===== src/rtl/gfx_ddr_write_arbiter_pkg.sv =====
// Shared definitions for the graphics DDR2 write-port arbiter: state encoding,
// MIG command constant and default bus widths.
package gfx_ddr_write_arbiter_pkg;

  typedef enum logic [1:0] {
    StIdle  = 2'd0,
    StBeat1 = 2'd1,
    StBeat2 = 2'd2
  } arb_state_e;

  localparam logic [2:0] WRITE_CMD = 3'b000;

  localparam int unsigned DEF_ADDR_W = 31;
  localparam int unsigned DEF_DATA_W = 128;
  localparam int unsigned DEF_MASK_W = 16;
  localparam int unsigned DEF_CNT_W  = 32;

endpackage


===== src/rtl/gfx_ddr_write_arbiter_if.sv =====
// Bundle of the two graphics requester write ports and the MIG write-FIFO port.
// slave is the arbiter's view; master is the engines/MIG side.
interface gfx_ddr_write_arbiter_if
  import gfx_ddr_write_arbiter_pkg::*;
#(
  parameter int unsigned ADDR_W = DEF_ADDR_W,
  parameter int unsigned DATA_W = DEF_DATA_W,
  parameter int unsigned MASK_W = DEF_MASK_W,
  parameter int unsigned CNT_W  = DEF_CNT_W
);
  logic              req0;
  logic [ADDR_W-1:0] af_addr0;
  logic              af_wr_en0;
  logic [DATA_W-1:0] wdf_din0;
  logic [MASK_W-1:0] wdf_mask0;
  logic              wdf_wr_en0;
  logic              af_full0;
  logic              wdf_full0;

  logic              req1;
  logic [ADDR_W-1:0] af_addr1;
  logic              af_wr_en1;
  logic [DATA_W-1:0] wdf_din1;
  logic [MASK_W-1:0] wdf_mask1;
  logic              wdf_wr_en1;
  logic              af_full1;
  logic              wdf_full1;

  logic              af_full;
  logic              wdf_full;
  logic [2:0]        af_cmd_din;
  logic [ADDR_W-1:0] af_addr_din;
  logic              af_wr_en;
  logic [DATA_W-1:0] wdf_din;
  logic [MASK_W-1:0] wdf_mask_din;
  logic              wdf_wr_en;

  logic [CNT_W-1:0]  bursts0;
  logic [CNT_W-1:0]  bursts1;

  modport slave (
    input  req0, af_addr0, af_wr_en0, wdf_din0, wdf_mask0, wdf_wr_en0,
    output af_full0, wdf_full0,
    input  req1, af_addr1, af_wr_en1, wdf_din1, wdf_mask1, wdf_wr_en1,
    output af_full1, wdf_full1,
    input  af_full, wdf_full,
    output af_cmd_din, af_addr_din, af_wr_en, wdf_din, wdf_mask_din, wdf_wr_en,
    output bursts0, bursts1
  );

  modport master (
    output req0, af_addr0, af_wr_en0, wdf_din0, wdf_mask0, wdf_wr_en0,
    input  af_full0, wdf_full0,
    output req1, af_addr1, af_wr_en1, wdf_din1, wdf_mask1, wdf_wr_en1,
    input  af_full1, wdf_full1,
    output af_full, wdf_full,
    input  af_cmd_din, af_addr_din, af_wr_en, wdf_din, wdf_mask_din, wdf_wr_en,
    input  bursts0, bursts1
  );

endinterface


===== src/rtl/gfx_ddr_write_arbiter_rr_arb2.sv =====
// Two-requester round-robin picker: a lone request wins, a tie goes to !last.
// grant is only meaningful when at least one request is high.
module gfx_ddr_write_arbiter_rr_arb2 (
  input  logic req0,
  input  logic req1,
  input  logic last,
  output logic grant
);

  always_comb begin
    if (req0 && req1) begin
      grant = ~last;
    end else begin
      grant = req1;
    end
  end

endmodule


===== src/rtl/gfx_ddr_write_arbiter.sv =====
// Shares the MIG write port between the line engine (0) and fill engine (1),
// granting whole two-beat bursts round-robin at burst boundaries.
module gfx_ddr_write_arbiter
  import gfx_ddr_write_arbiter_pkg::*;
#(
  parameter int unsigned ADDR_W = DEF_ADDR_W,
  parameter int unsigned DATA_W = DEF_DATA_W,
  parameter int unsigned MASK_W = DEF_MASK_W,
  parameter int unsigned CNT_W  = DEF_CNT_W
) (
  input logic                    clk,
  input logic                    rst,
  gfx_ddr_write_arbiter_if.slave bus
);

  arb_state_e       state_q, state_d;
  logic             owner_q, owner_d;
  logic             last_q, last_d;
  logic [CNT_W-1:0] bursts0_q, bursts0_d;
  logic [CNT_W-1:0] bursts1_q, bursts1_d;

  logic              any_req;
  logic              pri_last;
  logic              grant;
  logic [ADDR_W-1:0] own_addr;
  logic [DATA_W-1:0] own_din;
  logic [MASK_W-1:0] own_mask;
  logic              own_af_en;
  logic              own_wdf_en;
  logic              beat1_ok;
  logic              beat2_ok;
  logic              own_af_full;
  logic              own_wdf_full;
  logic              active;

  assign any_req = bus.req0 | bus.req1;

  // At a burst boundary the finishing owner becomes the new 'last' in the same cycle.
  assign pri_last = (state_q == StBeat2) ? owner_q : last_q;

  gfx_ddr_write_arbiter_rr_arb2 u_rr_arb2 (
    .req0  (bus.req0),
    .req1  (bus.req1),
    .last  (pri_last),
    .grant (grant)
  );

  assign own_addr   = owner_q ? bus.af_addr1   : bus.af_addr0;
  assign own_din    = owner_q ? bus.wdf_din1   : bus.wdf_din0;
  assign own_mask   = owner_q ? bus.wdf_mask1  : bus.wdf_mask0;
  assign own_af_en  = owner_q ? bus.af_wr_en1  : bus.af_wr_en0;
  assign own_wdf_en = owner_q ? bus.wdf_wr_en1 : bus.wdf_wr_en0;

  assign beat1_ok = (state_q == StBeat1) && own_af_en && own_wdf_en &&
                    !bus.af_full && !bus.wdf_full;
  assign beat2_ok = (state_q == StBeat2) && own_wdf_en && !bus.wdf_full;

  always_comb begin
    state_d   = state_q;
    owner_d   = owner_q;
    last_d    = last_q;
    bursts0_d = bursts0_q;
    bursts1_d = bursts1_q;
    unique case (state_q)
      StIdle: begin
        if (any_req) begin
          state_d = StBeat1;
          owner_d = grant;
        end
      end
      StBeat1: begin
        if (beat1_ok) begin
          state_d = StBeat2;
        end
      end
      StBeat2: begin
        if (beat2_ok) begin
          last_d = owner_q;
          if (owner_q) begin
            bursts1_d = bursts1_q + CNT_W'(1);
          end else begin
            bursts0_d = bursts0_q + CNT_W'(1);
          end
          if (any_req) begin
            state_d = StBeat1;
            owner_d = grant;
          end else begin
            state_d = StIdle;
          end
        end
      end
      default: state_d = StIdle;
    endcase
  end

  // Full views depend only on state, owner and MIG fulls, never on strobes.
  always_comb begin
    own_af_full  = 1'b1;
    own_wdf_full = 1'b1;
    case (state_q)
      StBeat1: begin
        own_af_full  = bus.af_full | bus.wdf_full;
        own_wdf_full = bus.af_full | bus.wdf_full;
      end
      StBeat2: own_wdf_full = bus.wdf_full;
      default: ;
    endcase
  end

  assign bus.af_full0  = owner_q | own_af_full;
  assign bus.wdf_full0 = owner_q | own_wdf_full;
  assign bus.af_full1  = ~owner_q | own_af_full;
  assign bus.wdf_full1 = ~owner_q | own_wdf_full;

  assign active           = (state_q != StIdle);
  assign bus.af_cmd_din   = WRITE_CMD;
  assign bus.af_addr_din  = active ? own_addr : '0;
  assign bus.wdf_din      = active ? own_din  : '0;
  assign bus.wdf_mask_din = active ? own_mask : '0;
  assign bus.af_wr_en     = beat1_ok;
  assign bus.wdf_wr_en    = beat1_ok | beat2_ok;
  assign bus.bursts0      = bursts0_q;
  assign bus.bursts1      = bursts1_q;

  always_ff @(posedge clk or posedge rst) begin
    if (rst) begin
      state_q   <= StIdle;
      owner_q   <= 1'b0;
      last_q    <= 1'b1;
      bursts0_q <= '0;
      bursts1_q <= '0;
    end else begin
      state_q   <= state_d;
      owner_q   <= owner_d;
      last_q    <= last_d;
      bursts0_q <= bursts0_d;
      bursts1_q <= bursts1_d;
    end
  end

endmodule


===== src/flat_wrapper.sv =====
// flat-port wrapper written by rule: the top's interface ports become plain ports
module gfx_ddr_write_arbiter_flat import gfx_ddr_write_arbiter_pkg::*;
#(
  parameter int unsigned ADDR_W = DEF_ADDR_W,
  parameter int unsigned DATA_W = DEF_DATA_W,
  parameter int unsigned MASK_W = DEF_MASK_W,
  parameter int unsigned CNT_W  = DEF_CNT_W
)
  (clk, rst, bus_req0, bus_af_addr0, bus_af_wr_en0, bus_wdf_din0, bus_wdf_mask0, bus_wdf_wr_en0, bus_af_full0, bus_wdf_full0, bus_req1, bus_af_addr1, bus_af_wr_en1, bus_wdf_din1, bus_wdf_mask1, bus_wdf_wr_en1, bus_af_full1, bus_wdf_full1, bus_af_full, bus_wdf_full, bus_af_cmd_din, bus_af_addr_din, bus_af_wr_en, bus_wdf_din, bus_wdf_mask_din, bus_wdf_wr_en, bus_bursts0, bus_bursts1);
  gfx_ddr_write_arbiter_if #(.ADDR_W(ADDR_W), .DATA_W(DATA_W), .MASK_W(MASK_W), .CNT_W(CNT_W)) bus_i ();
  input logic clk;
  input logic rst;
  input wire logic [$bits(bus_i.req0)-1:0] bus_req0;
  input wire logic [$bits(bus_i.af_addr0)-1:0] bus_af_addr0;
  input wire logic [$bits(bus_i.af_wr_en0)-1:0] bus_af_wr_en0;
  input wire logic [$bits(bus_i.wdf_din0)-1:0] bus_wdf_din0;
  input wire logic [$bits(bus_i.wdf_mask0)-1:0] bus_wdf_mask0;
  input wire logic [$bits(bus_i.wdf_wr_en0)-1:0] bus_wdf_wr_en0;
  output wire logic [$bits(bus_i.af_full0)-1:0] bus_af_full0;
  output wire logic [$bits(bus_i.wdf_full0)-1:0] bus_wdf_full0;
  input wire logic [$bits(bus_i.req1)-1:0] bus_req1;
  input wire logic [$bits(bus_i.af_addr1)-1:0] bus_af_addr1;
  input wire logic [$bits(bus_i.af_wr_en1)-1:0] bus_af_wr_en1;
  input wire logic [$bits(bus_i.wdf_din1)-1:0] bus_wdf_din1;
  input wire logic [$bits(bus_i.wdf_mask1)-1:0] bus_wdf_mask1;
  input wire logic [$bits(bus_i.wdf_wr_en1)-1:0] bus_wdf_wr_en1;
  output wire logic [$bits(bus_i.af_full1)-1:0] bus_af_full1;
  output wire logic [$bits(bus_i.wdf_full1)-1:0] bus_wdf_full1;
  input wire logic [$bits(bus_i.af_full)-1:0] bus_af_full;
  input wire logic [$bits(bus_i.wdf_full)-1:0] bus_wdf_full;
  output wire logic [$bits(bus_i.af_cmd_din)-1:0] bus_af_cmd_din;
  output wire logic [$bits(bus_i.af_addr_din)-1:0] bus_af_addr_din;
  output wire logic [$bits(bus_i.af_wr_en)-1:0] bus_af_wr_en;
  output wire logic [$bits(bus_i.wdf_din)-1:0] bus_wdf_din;
  output wire logic [$bits(bus_i.wdf_mask_din)-1:0] bus_wdf_mask_din;
  output wire logic [$bits(bus_i.wdf_wr_en)-1:0] bus_wdf_wr_en;
  output wire logic [$bits(bus_i.bursts0)-1:0] bus_bursts0;
  output wire logic [$bits(bus_i.bursts1)-1:0] bus_bursts1;
  assign bus_i.req0 = bus_req0;
  assign bus_i.af_addr0 = bus_af_addr0;
  assign bus_i.af_wr_en0 = bus_af_wr_en0;
  assign bus_i.wdf_din0 = bus_wdf_din0;
  assign bus_i.wdf_mask0 = bus_wdf_mask0;
  assign bus_i.wdf_wr_en0 = bus_wdf_wr_en0;
  assign bus_af_full0 = bus_i.af_full0;
  assign bus_wdf_full0 = bus_i.wdf_full0;
  assign bus_i.req1 = bus_req1;
  assign bus_i.af_addr1 = bus_af_addr1;
  assign bus_i.af_wr_en1 = bus_af_wr_en1;
  assign bus_i.wdf_din1 = bus_wdf_din1;
  assign bus_i.wdf_mask1 = bus_wdf_mask1;
  assign bus_i.wdf_wr_en1 = bus_wdf_wr_en1;
  assign bus_af_full1 = bus_i.af_full1;
  assign bus_wdf_full1 = bus_i.wdf_full1;
  assign bus_i.af_full = bus_af_full;
  assign bus_i.wdf_full = bus_wdf_full;
  assign bus_af_cmd_din = bus_i.af_cmd_din;
  assign bus_af_addr_din = bus_i.af_addr_din;
  assign bus_af_wr_en = bus_i.af_wr_en;
  assign bus_wdf_din = bus_i.wdf_din;
  assign bus_wdf_mask_din = bus_i.wdf_mask_din;
  assign bus_wdf_wr_en = bus_i.wdf_wr_en;
  assign bus_bursts0 = bus_i.bursts0;
  assign bus_bursts1 = bus_i.bursts1;
  gfx_ddr_write_arbiter #(.ADDR_W(ADDR_W), .DATA_W(DATA_W), .MASK_W(MASK_W), .CNT_W(CNT_W)) u_core (.clk(clk), .rst(rst), .bus(bus_i));
endmodule

===== config.mk =====
export PLATFORM = sky130hd
export DESIGN_NAME = gfx_ddr_write_arbiter_flat
export DESIGN_NICKNAME = d
export VERILOG_FILES = /design/src/rtl/gfx_ddr_write_arbiter_pkg.sv /design/src/rtl/gfx_ddr_write_arbiter_if.sv /design/src/rtl/gfx_ddr_write_arbiter_rr_arb2.sv /design/src/rtl/gfx_ddr_write_arbiter.sv /design/src/flat_wrapper.sv
export SDC_FILE = /design/constraint.sdc
export NUM_CORES = 1
export LEC_CHECK = 0
export ABC_CLOCK_PERIOD_IN_PS = 1960
export CAP_MARGIN = 20
export CORE_AREA = 2 2 240 242
export DETAILED_ROUTE_END_ITERATION = 7
export DIE_AREA = 0 0 242 244
export GPL_TIMING_DRIVEN = 1
export PLACE_DENSITY = 0.45
export SLEW_MARGIN = 5
export SYNTH_ARGS = -nofsm -noshare
export SYNTH_HDL_FRONTEND = slang
export SYNTH_HIERARCHICAL = 1
export SYNTH_SLANG_ARGS = --single-unit
export TNS_END_PERCENT = 30

===== constraint.sdc =====
create_clock -name clk -period 1.96 [get_ports clk]
set_input_delay 0.392 -clock clk [delete_from_list [all_inputs] [get_ports clk]]
set_output_delay 0.392 -clock clk [all_outputs]
set_load 0.02 [all_outputs]

==> impl_metrics.prom, run 1 <==
# TYPE chip_impl_metric gauge
chip_impl_metric{name="post_synth.cell_area_avg",unit="µm²"} 8.552
chip_impl_metric{name="reg2reg_slack",unit="ns"} -0.05
chip_impl_metric{name="post_synthesis_sequential_area_ratio",unit="%"} 29.11
chip_impl_metric{name="worst_skew_pair.late_latency",unit="ns"} 0.34
chip_impl_info{name="violated_checks",value="negative setup slack"} 1
chip_impl_metric{name="grt_first_pass_wirelength",unit="µm"} 58840
chip_impl_metric{name="layoutNonFillerInstCount",unit=""} 2148
chip_impl_metric{name="grt.overflow.total",unit=""} 0
chip_impl_metric{name="power.switching",unit="µW"} 7528
chip_impl_metric{name="post_route_cells_drive_above_1_share",unit="%"} 29.83
chip_impl_metric{name="postRouteWirelength",unit="µm"} 43460
chip_impl_metric{name="power_frac_comb",unit="%"} 81.3
chip_impl_metric{name="total_power_of_the_final_layout",unit="µW"} 16910
chip_impl_metric{name="vdd.ir_drop.worst",unit="µV"} 533.0
chip_impl_info{name="primary_ff_master_synth",value="dfrtp_1"} 1
chip_impl_info{name="crit_path_top_delay_cell",value="dfrtp_4"} 1
chip_impl_metric{name="slowest_delay",unit="ns"} 0.53
chip_impl_info{name="critPathLaunchType",value="flop"} 1
chip_impl_metric{name="die_span_in_y",unit="µm"} 244
chip_impl_metric{name="synth-edff-count",unit=""} 0
chip_impl_metric{name="initial_antenna_violation_count",unit=""} 12
chip_impl_metric{name="final_min_period_over_clock_period",unit="%"} 116.6
chip_impl_info{name="worstPathCellList",value="buf_12 > buf_16 > buf_12 > buf_12 > mux2i_4 > nor2_4 > buf_12"} 1
chip_impl_info{name="startpoint",value="u_core/owner_q"} 1
chip_impl_metric{name="timing.setup.tns",unit="ns"} -28.19
chip_impl_metric{name="drt_pre_antenna_iters",unit=""} 5
chip_impl_metric{name="route.detailed.drc",unit=""} 0
chip_impl_metric{name="placed_instance_count",unit=""} 2084
chip_impl_info{name="rr_startpoint",value="u_core/state_q[0]"} 1
chip_impl_metric{name="layout_area_overhead",unit="%"} 152.7
chip_impl_metric{name="syn-instance-count",unit=""} 684
chip_impl_metric{name="wire_per_inst",unit="µm"} 20.23
chip_impl_info{name="clk_root_buffer_cell",value="clkbuf_16"} 1
chip_impl_metric{name="slew_viol_final",unit=""} 0
chip_impl_metric{name="synth_cell_types",unit=""} 38
chip_impl_metric{name="detailroute.via_count",unit=""} 7839
chip_impl_metric{name="timing.fmax",unit="MHz"} 437.5
chip_impl_metric{name="synthesis.area",unit="µm²"} 5849
chip_impl_metric{name="vias_per_cell",unit=""} 3.649
chip_impl_metric{name="hpwl_dp",unit="µm"} 36490
chip_impl_metric{name="postLayoutSetupSlackWorst",unit="ns"} -0.3260
chip_impl_metric{name="cts.htree.levels",unit=""} 3
chip_impl_metric{name="power.leakage",unit="µW"} 0.006290
chip_impl_info{name="critPathMostFrequentCell",value="buf_12"} 1
chip_impl_metric{name="fp-row-count",unit=""} 87
chip_impl_metric{name="tritoncts_num_sinks",unit=""} 68
chip_impl_metric{name="finalHoldWorstSlack",unit="ns"} 0.4319
chip_impl_metric{name="post_route_antenna_net_violation_count",unit=""} 0
chip_impl_metric{name="final-hold-violation-count",unit=""} 0
chip_impl_metric{name="maxCapViolCount",unit=""} 0
chip_impl_metric{name="power_switching_share",unit="%"} 44.52
chip_impl_metric{name="layout_min_cycle_time",unit="ns"} 2.286
chip_impl_metric{name="yosysWarningCount",unit=""} 6
chip_impl_metric{name="timing.critical_path.arrival",unit="ns"} 1.89
chip_impl_metric{name="grt_max_degree",unit=""} 21
chip_impl_metric{name="clk_pin_slew",unit="ns"} 0.07
chip_impl_info{name="run_status",value="complete, but fails checks"} 1
chip_impl_info{name="timing_worst_setup_path_type",value="flop to primary output"} 1
chip_impl_metric{name="max-clock-path-buffers",unit=""} 2
chip_impl_metric{name="cp.required",unit="ns"} 1.57
chip_impl_metric{name="detail_route.iter0.violations",unit=""} 265
chip_impl_metric{name="yosys_register_bits",unit=""} 68
chip_impl_metric{name="port_buffers",unit=""} 604
chip_impl_metric{name="design.portCount",unit=""} 608
chip_impl_metric{name="track_usage",unit="%"} 13.73
chip_impl_metric{name="vias_in_the_first_global_route",unit=""} 8176
chip_impl_metric{name="die-area",unit="µm²"} 59050
chip_impl_metric{name="share_clk_of_total_power",unit="%"} 9.7
chip_impl_metric{name="place_worst_setup_slack",unit="ns"} -0.3241
chip_impl_metric{name="globalplace.congestion",unit=""} 0.8601
chip_impl_info{name="tritoncts",value="yes"} 1
chip_impl_info{name="worst_hold_path_type",value="input pin to async pin"} 1
chip_impl_metric{name="cts-buffers-inserted",unit=""} 9
chip_impl_metric{name="core_region_area",unit="µm²"} 56170
chip_impl_metric{name="finalNetCount",unit=""} 1752
chip_impl_metric{name="effective_utilization_at_floorplan",unit="%"} 10.41
chip_impl_metric{name="async_reset_ff_share",unit="%"} 100.0
chip_impl_metric{name="report.final.setup_viol",unit=""} 177
chip_impl_metric{name="power_per_cell_area",unit="nW/µm²"} 1144
chip_impl_metric{name="relative_contribution_of_sequential_cells_to_total_power",unit="%"} 9.0
chip_impl_metric{name="finClkSkew",unit="ns"} 0.01336
chip_impl_metric{name="critical_path_peak_fanout",unit=""} 6
chip_impl_metric{name="p_int",unit="µW"} 9383
chip_impl_info{name="grt_setup_unrepaired",value="yes"} 1
chip_impl_info{name="setup.worst_path.end_class",value="primary output"} 1
chip_impl_metric{name="chip_width",unit="µm"} 242
synth_stat cells, types with 3 or more instances:
cell / n / area, µm²
xnor2_1: 51 / 446.7
and2_1: 6 / 37.54
nand4_1: 17 / 106.4
buf_4: 3 / 22.52
ha_1: 6 / 75.07
inv_1: 9 / 33.78
and4_1: 6 / 52.55
nand2_1: 35 / 131.4
nor2_1: 189 / 709.4
dfrtp_1: 67 / 1677
buf_2: 18 / 90.09
clkbuf_1: 22 / 82.58
a21oi_1: 4 / 20.02
and3_1: 9 / 56.30
mux2_2: 3 / 33.78
o21ai_0: 5 / 25.02
nand3_1: 23 / 115.1
xor2_1: 11 / 96.34
mux2i_1: 175 / 1752
per-stage QoR:
| step | instance area [µm²] | utilization, % |
|---|---|---|
| 2_1_floorplan | 5861 | - |
| 3_3_place_gp | 13690 | 24.37 |
| 3_5_place_dp | 13690 | 24.37 |
| 4_1_cts | 14270 | 25.40 |
| 5_1_grt | 14780 | 26.31 |
| 6_report | 14780 | 26.31 |
logic make-up after synthesis:
logic type,count (synthesis),share of synthesized area [%]
other,1,0.06411
buffers and inverters,54,4.299
and+or+nand+nor,300,23.76
AOI/OAI and AO/OA,15,1.668
DFF,68,29.11
muxes,178,30.52
xor gates and xnor gates,62,9.283
adders and majority gates,6,1.283
final cells by class:
class | count | area, µm²
Fill cell | 6188 | 41390
Timing Repair Buffer | 734 | 7557
Multi-Input combinational cell | 564 | 4228
Sequential cell | 68 | 1707
Tap cell | 756 | 945.9
Clock buffer | 10 | 239.0
Clock inverter | 6 | 63.81
Inverter | 9 | 37.54
Antenna cell | 1 | 2.502
layout by cell type (no fill, tap or decap), types with 24 or more instances in the layout:
cell             count
buf_4              168
mux2i_1            158
xnor2_1             51
nor2_1             147
nand2_1             32
buf_6               35
buf_12              49
clkdlybuf4s50_1    422
nor2_2              35
buf_2               24
dfrtp_1             66
sequential cells by signal, summed over array words and instances (netlist names):
name	flops
u_core/bus.bursts0	32
u_core/last_q	1
u_core/state_q	2
u_core/bus.bursts1	32
u_core/owner_q	1
routing by layer:
metal  track usage, %  up-vias  share of wire, %
li1                 -     3736                 -
met1            14.74     3693                37
met2            26.52      346                54
met3            3.545       56               6.8
met4            3.395        8               2.3
met5                0        -             0.090
path summary, 6_finish.rpt:
check	endpoint	cells past startpoint
worst max-delay path	bus_wdf_din[57]	7
max in group asynchronous	u_core/bus.bursts0[12]	3
worst min register to register	u_core/bus.bursts0[31]	1
worst max register to register	u_core/owner_q	9
min in group clk	u_core/bus.bursts0[31]	1
worst min-delay path	u_core/bus.bursts0[8]	2
power groups by stage:
stage                     logic, µW  clock network, µW  registers (µW)
after global placement        11800                  0            1540
final                         13700               1640            1520
after detailed placement      11800                  0            1540
after floorplan                5200                  0            1550
after global routing          14500               1750            1530
after CTS                     12500               1700            1520
timing repair:
action,in CTS,in global routing
setup endpoints to repair,201,219
pin swaps,10,13
cloned,7,6
setup buffers,16,21
hold buffers,0,0
gates resized for setup,441,341
critical path, delay by kind of cell (launching register included):
kind,cells,cell delay [ns]
buffers and inverters,5,0.70
flip-flops,1,0.53
multiplexers,1,0.19
AND/OR/NAND/NOR,1,0.13
Note: power is estimated with default switching activity, not from simulation.
==> run 2: changes to the inputs <==
SLEW_MARGIN = 15   (was 5)
==> results of run 2 <==
Same layout as run 1: the final DEF is identical, and so are final timing and power.
==> run 3: changes to the inputs <==
CORE_AREA = 2 2 235 237   (was 2 2 240 242)
DIE_AREA = 0 0 237 239   (was 0 0 242 244)
DONT_BUFFER_PORTS = 1   (was not set)
PLACE_DENSITY = 0.31   (was 0.45)
==> impl_metrics.prom, run 3 (synthesis results as in run 1) <==
# TYPE chip_impl_metric gauge
chip_impl_info{name="run_status",value="complete, but fails checks"} 1
chip_impl_info{name="violated_checks",value="negative setup slack"} 1
chip_impl_metric{name="power_per_cell_area",unit="nW/µm²"} 1494
chip_impl_metric{name="initial_antenna_violation_count",unit=""} 12
chip_impl_metric{name="postRouteWirelength",unit="µm"} 40600
chip_impl_info{name="grt_setup_unrepaired",value="yes"} 1
chip_impl_info{name="startpoint",value="u_core/state_q[0]"} 1
chip_impl_info{name="maxUsedRoutingLayer",value="met5"} 1
chip_impl_metric{name="effective_utilization_at_floorplan",unit="%"} 10.76
chip_impl_info{name="rr_startpoint",value="u_core/state_q[0]"} 1
chip_impl_info{name="worst_hold_path_type",value="input pin to flop"} 1
chip_impl_info{name="critPathMostFrequentCell",value="buf_12"} 1
chip_impl_metric{name="max-clock-path-buffers",unit=""} 2
chip_impl_metric{name="fp-row-count",unit=""} 86
chip_impl_metric{name="finalNetCount",unit=""} 1328
chip_impl_metric{name="final-seq-area",unit="µm²"} 1707
chip_impl_metric{name="cp.required",unit="ns"} 1.57
chip_impl_metric{name="power.leakage",unit="µW"} 0.004861
chip_impl_metric{name="final-hold-violation-count",unit=""} 0
chip_impl_metric{name="clk_pin_slew",unit="ns"} 0.06
chip_impl_metric{name="slowest_delay",unit="ns"} 0.37
chip_impl_metric{name="detailroute.via_count",unit=""} 6373
chip_impl_metric{name="core_region_area",unit="µm²"} 54340
chip_impl_metric{name="layout_min_cycle_time",unit="ns"} 2.231
chip_impl_metric{name="postLayoutSetupSlackWorst",unit="ns"} -0.2706
chip_impl_info{name="setup.worst_path.end_class",value="primary output"} 1
chip_impl_metric{name="timing.fmax",unit="MHz"} 448.3
chip_impl_metric{name="design.portCount",unit=""} 608
chip_impl_info{name="worstPathCellList",value="inv_2 > buf_6 > ha_4 > buf_12 > buf_12 > buf_12 > buf_16 > nor2_2 > buf_6"} 1
chip_impl_metric{name="met1Wirelength",unit="µm"} 14650
chip_impl_info{name="most-common-layout-cells",value="buf_4 (148), buf_6 (103), mux2i_1 (93), nor2_4 (84), nor2_1 (69)"} 1
chip_impl_metric{name="cts-buffers-inserted",unit=""} 9
chip_impl_metric{name="post_route_antenna_net_violation_count",unit=""} 0
chip_impl_metric{name="max-slew-margin-rel",unit="%"} 64.00
chip_impl_metric{name="worst_pin_slew",unit="ns"} 0.5388
chip_impl_metric{name="final_min_period_over_clock_period",unit="%"} 113.8
chip_impl_metric{name="cp_num_buf_inv",unit=""} 7
chip_impl_metric{name="port_buffers",unit=""} 0
chip_impl_metric{name="grt.overflow.total",unit=""} 0
chip_impl_metric{name="die_span_in_y",unit="µm"} 239
chip_impl_metric{name="hpwl_dp",unit="µm"} 31600
chip_impl_metric{name="vdd.ir_drop.worst",unit="µV"} 887.6
chip_impl_metric{name="chip_width",unit="µm"} 237
chip_impl_metric{name="timing.critical_path.arrival",unit="ns"} 1.84
chip_impl_metric{name="grt_first_pass_wirelength",unit="µm"} 50450
chip_impl_metric{name="n_fill_cell",unit=""} 5900
chip_impl_metric{name="cts.htree.levels",unit=""} 3
chip_impl_info{name="clk_root_buffer_cell",value="clkbuf_16"} 1
chip_impl_info{name="critPathTopFamily",value="buffers and inverters"} 1
chip_impl_info{name="tritoncts",value="yes"} 1
chip_impl_metric{name="total_power_of_the_final_layout",unit="µW"} 17760
chip_impl_info{name="worstHoldStart",value="bus_wdf_full"} 1
chip_impl_metric{name="drt_pre_antenna_iters",unit=""} 4
chip_impl_info{name="timing_worst_setup_path_type",value="flop to primary output"} 1
chip_impl_metric{name="multi_input_comb_area",unit="µm²"} 5366
chip_impl_metric{name="layout_area_overhead",unit="%"} 103.2
chip_impl_metric{name="finClkSkew",unit="ns"} 0.007361
chip_impl_metric{name="slew_viol_final",unit=""} 0
chip_impl_metric{name="worst_skew_pair.late_latency",unit="ns"} 0.34
chip_impl_metric{name="wire_per_inst",unit="µm"} 24.21
chip_impl_metric{name="final_util",unit="%"} 21.87
chip_impl_metric{name="tritoncts_num_sinks",unit=""} 68
chip_impl_metric{name="route.met3.wl",unit="µm"} 3071
chip_impl_metric{name="post_route_cells_drive_above_1_share",unit="%"} 59.36
chip_impl_metric{name="place_worst_setup_slack",unit="ns"} -0.1997
chip_impl_info{name="layout.cells.most_common",value="buf_4"} 1
chip_impl_metric{name="report.final.setup_viol",unit=""} 186
chip_impl_metric{name="vias_per_cell",unit=""} 3.800
chip_impl_metric{name="route.detailed.drc",unit=""} 0
chip_impl_metric{name="detail_route.iter0.violations",unit=""} 266
chip_impl_metric{name="vias_in_the_first_global_route",unit=""} 6319
chip_impl_metric{name="grt_max_degree",unit=""} 42
chip_impl_metric{name="die-area",unit="µm²"} 56640
chip_impl_info{name="crit_path_top_delay_cell",value="dfrtp_1"} 1
chip_impl_metric{name="globalplace.congestion",unit=""} 0.9028
chip_impl_metric{name="maxCapViolCount",unit=""} 0
chip_impl_info{name="critPathLaunchType",value="flop"} 1
chip_impl_metric{name="track_usage",unit="%"} 12.68
chip_impl_metric{name="dr_wl_met2",unit="µm"} 21500
chip_impl_metric{name="critical_path_peak_fanout",unit=""} 7
[run 3: changes by cell type in the layout (fill, tap and decap cells not counted), moves of 40 or more]
cell / previous run / this run
buf_6: 35 / 103
mux2i_2: 11 / 51
nor2_4: 8 / 84
mux2i_1: 158 / 93
nor2_1: 147 / 69
clkdlybuf4s50_1: 422 / 0
[run 3: per-layer routing]
metal / GRT usage, % / vias up
li1: - / 2911
met1: 13.37 / 3118
met2: 23.66 / 295
met3: 4.249 / 43
met4: 4.008 / 6
met5: 0 / -
[run 3: timing repair]
action | in CTS | in global routing
setup buffers | 22 | 6
hold buffers | 1 | 0
gates resized for setup | 282 | 234
endpoints found under the hold margin | 21 | 0
pin swaps | 21 | 73
cloned | 15 | 10
endpoints found under the setup margin | 201 | 209
[run 3: worst register-to-register path, delay by kind of cell (launching register included)]
kind	cells	cell delay, ns
adders and majority gates	1	0.17
DFF	1	0.37
muxes	1	0.34
buffers and inverters	5	0.64
AOI/OAI and AO/OA	2	0.35
[run 3: layout make-up]
| class | instances | share of cell area (%) |
|---|---|---|
| diodes | 6 | 0.1263 |
| clock buffers | 11 | 2.042 |
| clock inverters | 5 | 0.3158 |
| inverters | 9 | 0.3579 |
| multi-input cells | 564 | 45.15 |
| flip-flops and latches | 68 | 14.36 |
| well taps | 704 | 7.411 |
| repair buffers | 310 | 30.24 |
[run 3: path summary, 6_finish.rpt]
| check | endpoint | slack (ns) | depth (start not counted) |
|---|---|---|---|
| hold reg to reg | u_core/last_q | 0.48 | 2 |
| hold / removal | u_core/last_q | 0.33 | 4 |
| max in group asynchronous | u_core/last_q | 0.78 | 3 |
| setup / recovery | bus_wdf_din[82] | -0.27 | 9 |
| setup reg to reg | u_core/state_q[0] | -0.04 | 9 |
| min in group asynchronous | u_core/bus.bursts0[17] | 0.58 | 2 |
[run 3: power by group]
part / switching (µW) / internal, µW
sequential: 44.9 / 1470
clock: 623 / 892
combinational: 7660 / 7080
[run 3: through the flow]
step / instances / instance area (µm²) / setup TNS (ns) / hold slack, ns
global route: 1676 / 11880 / -47.06 / 0.3269
finish: 1677 / 11890 / -30.85 / 0.3265
global placement: 1604 / 8672 / -1.651 / 0.3455
floorplan: 686 / 5861 / 0 / 0.4451
detailed placement: 1604 / 8672 / -1.704 / 0.3438
CTS: 1657 / 10630 / -35.66 / 0.3005
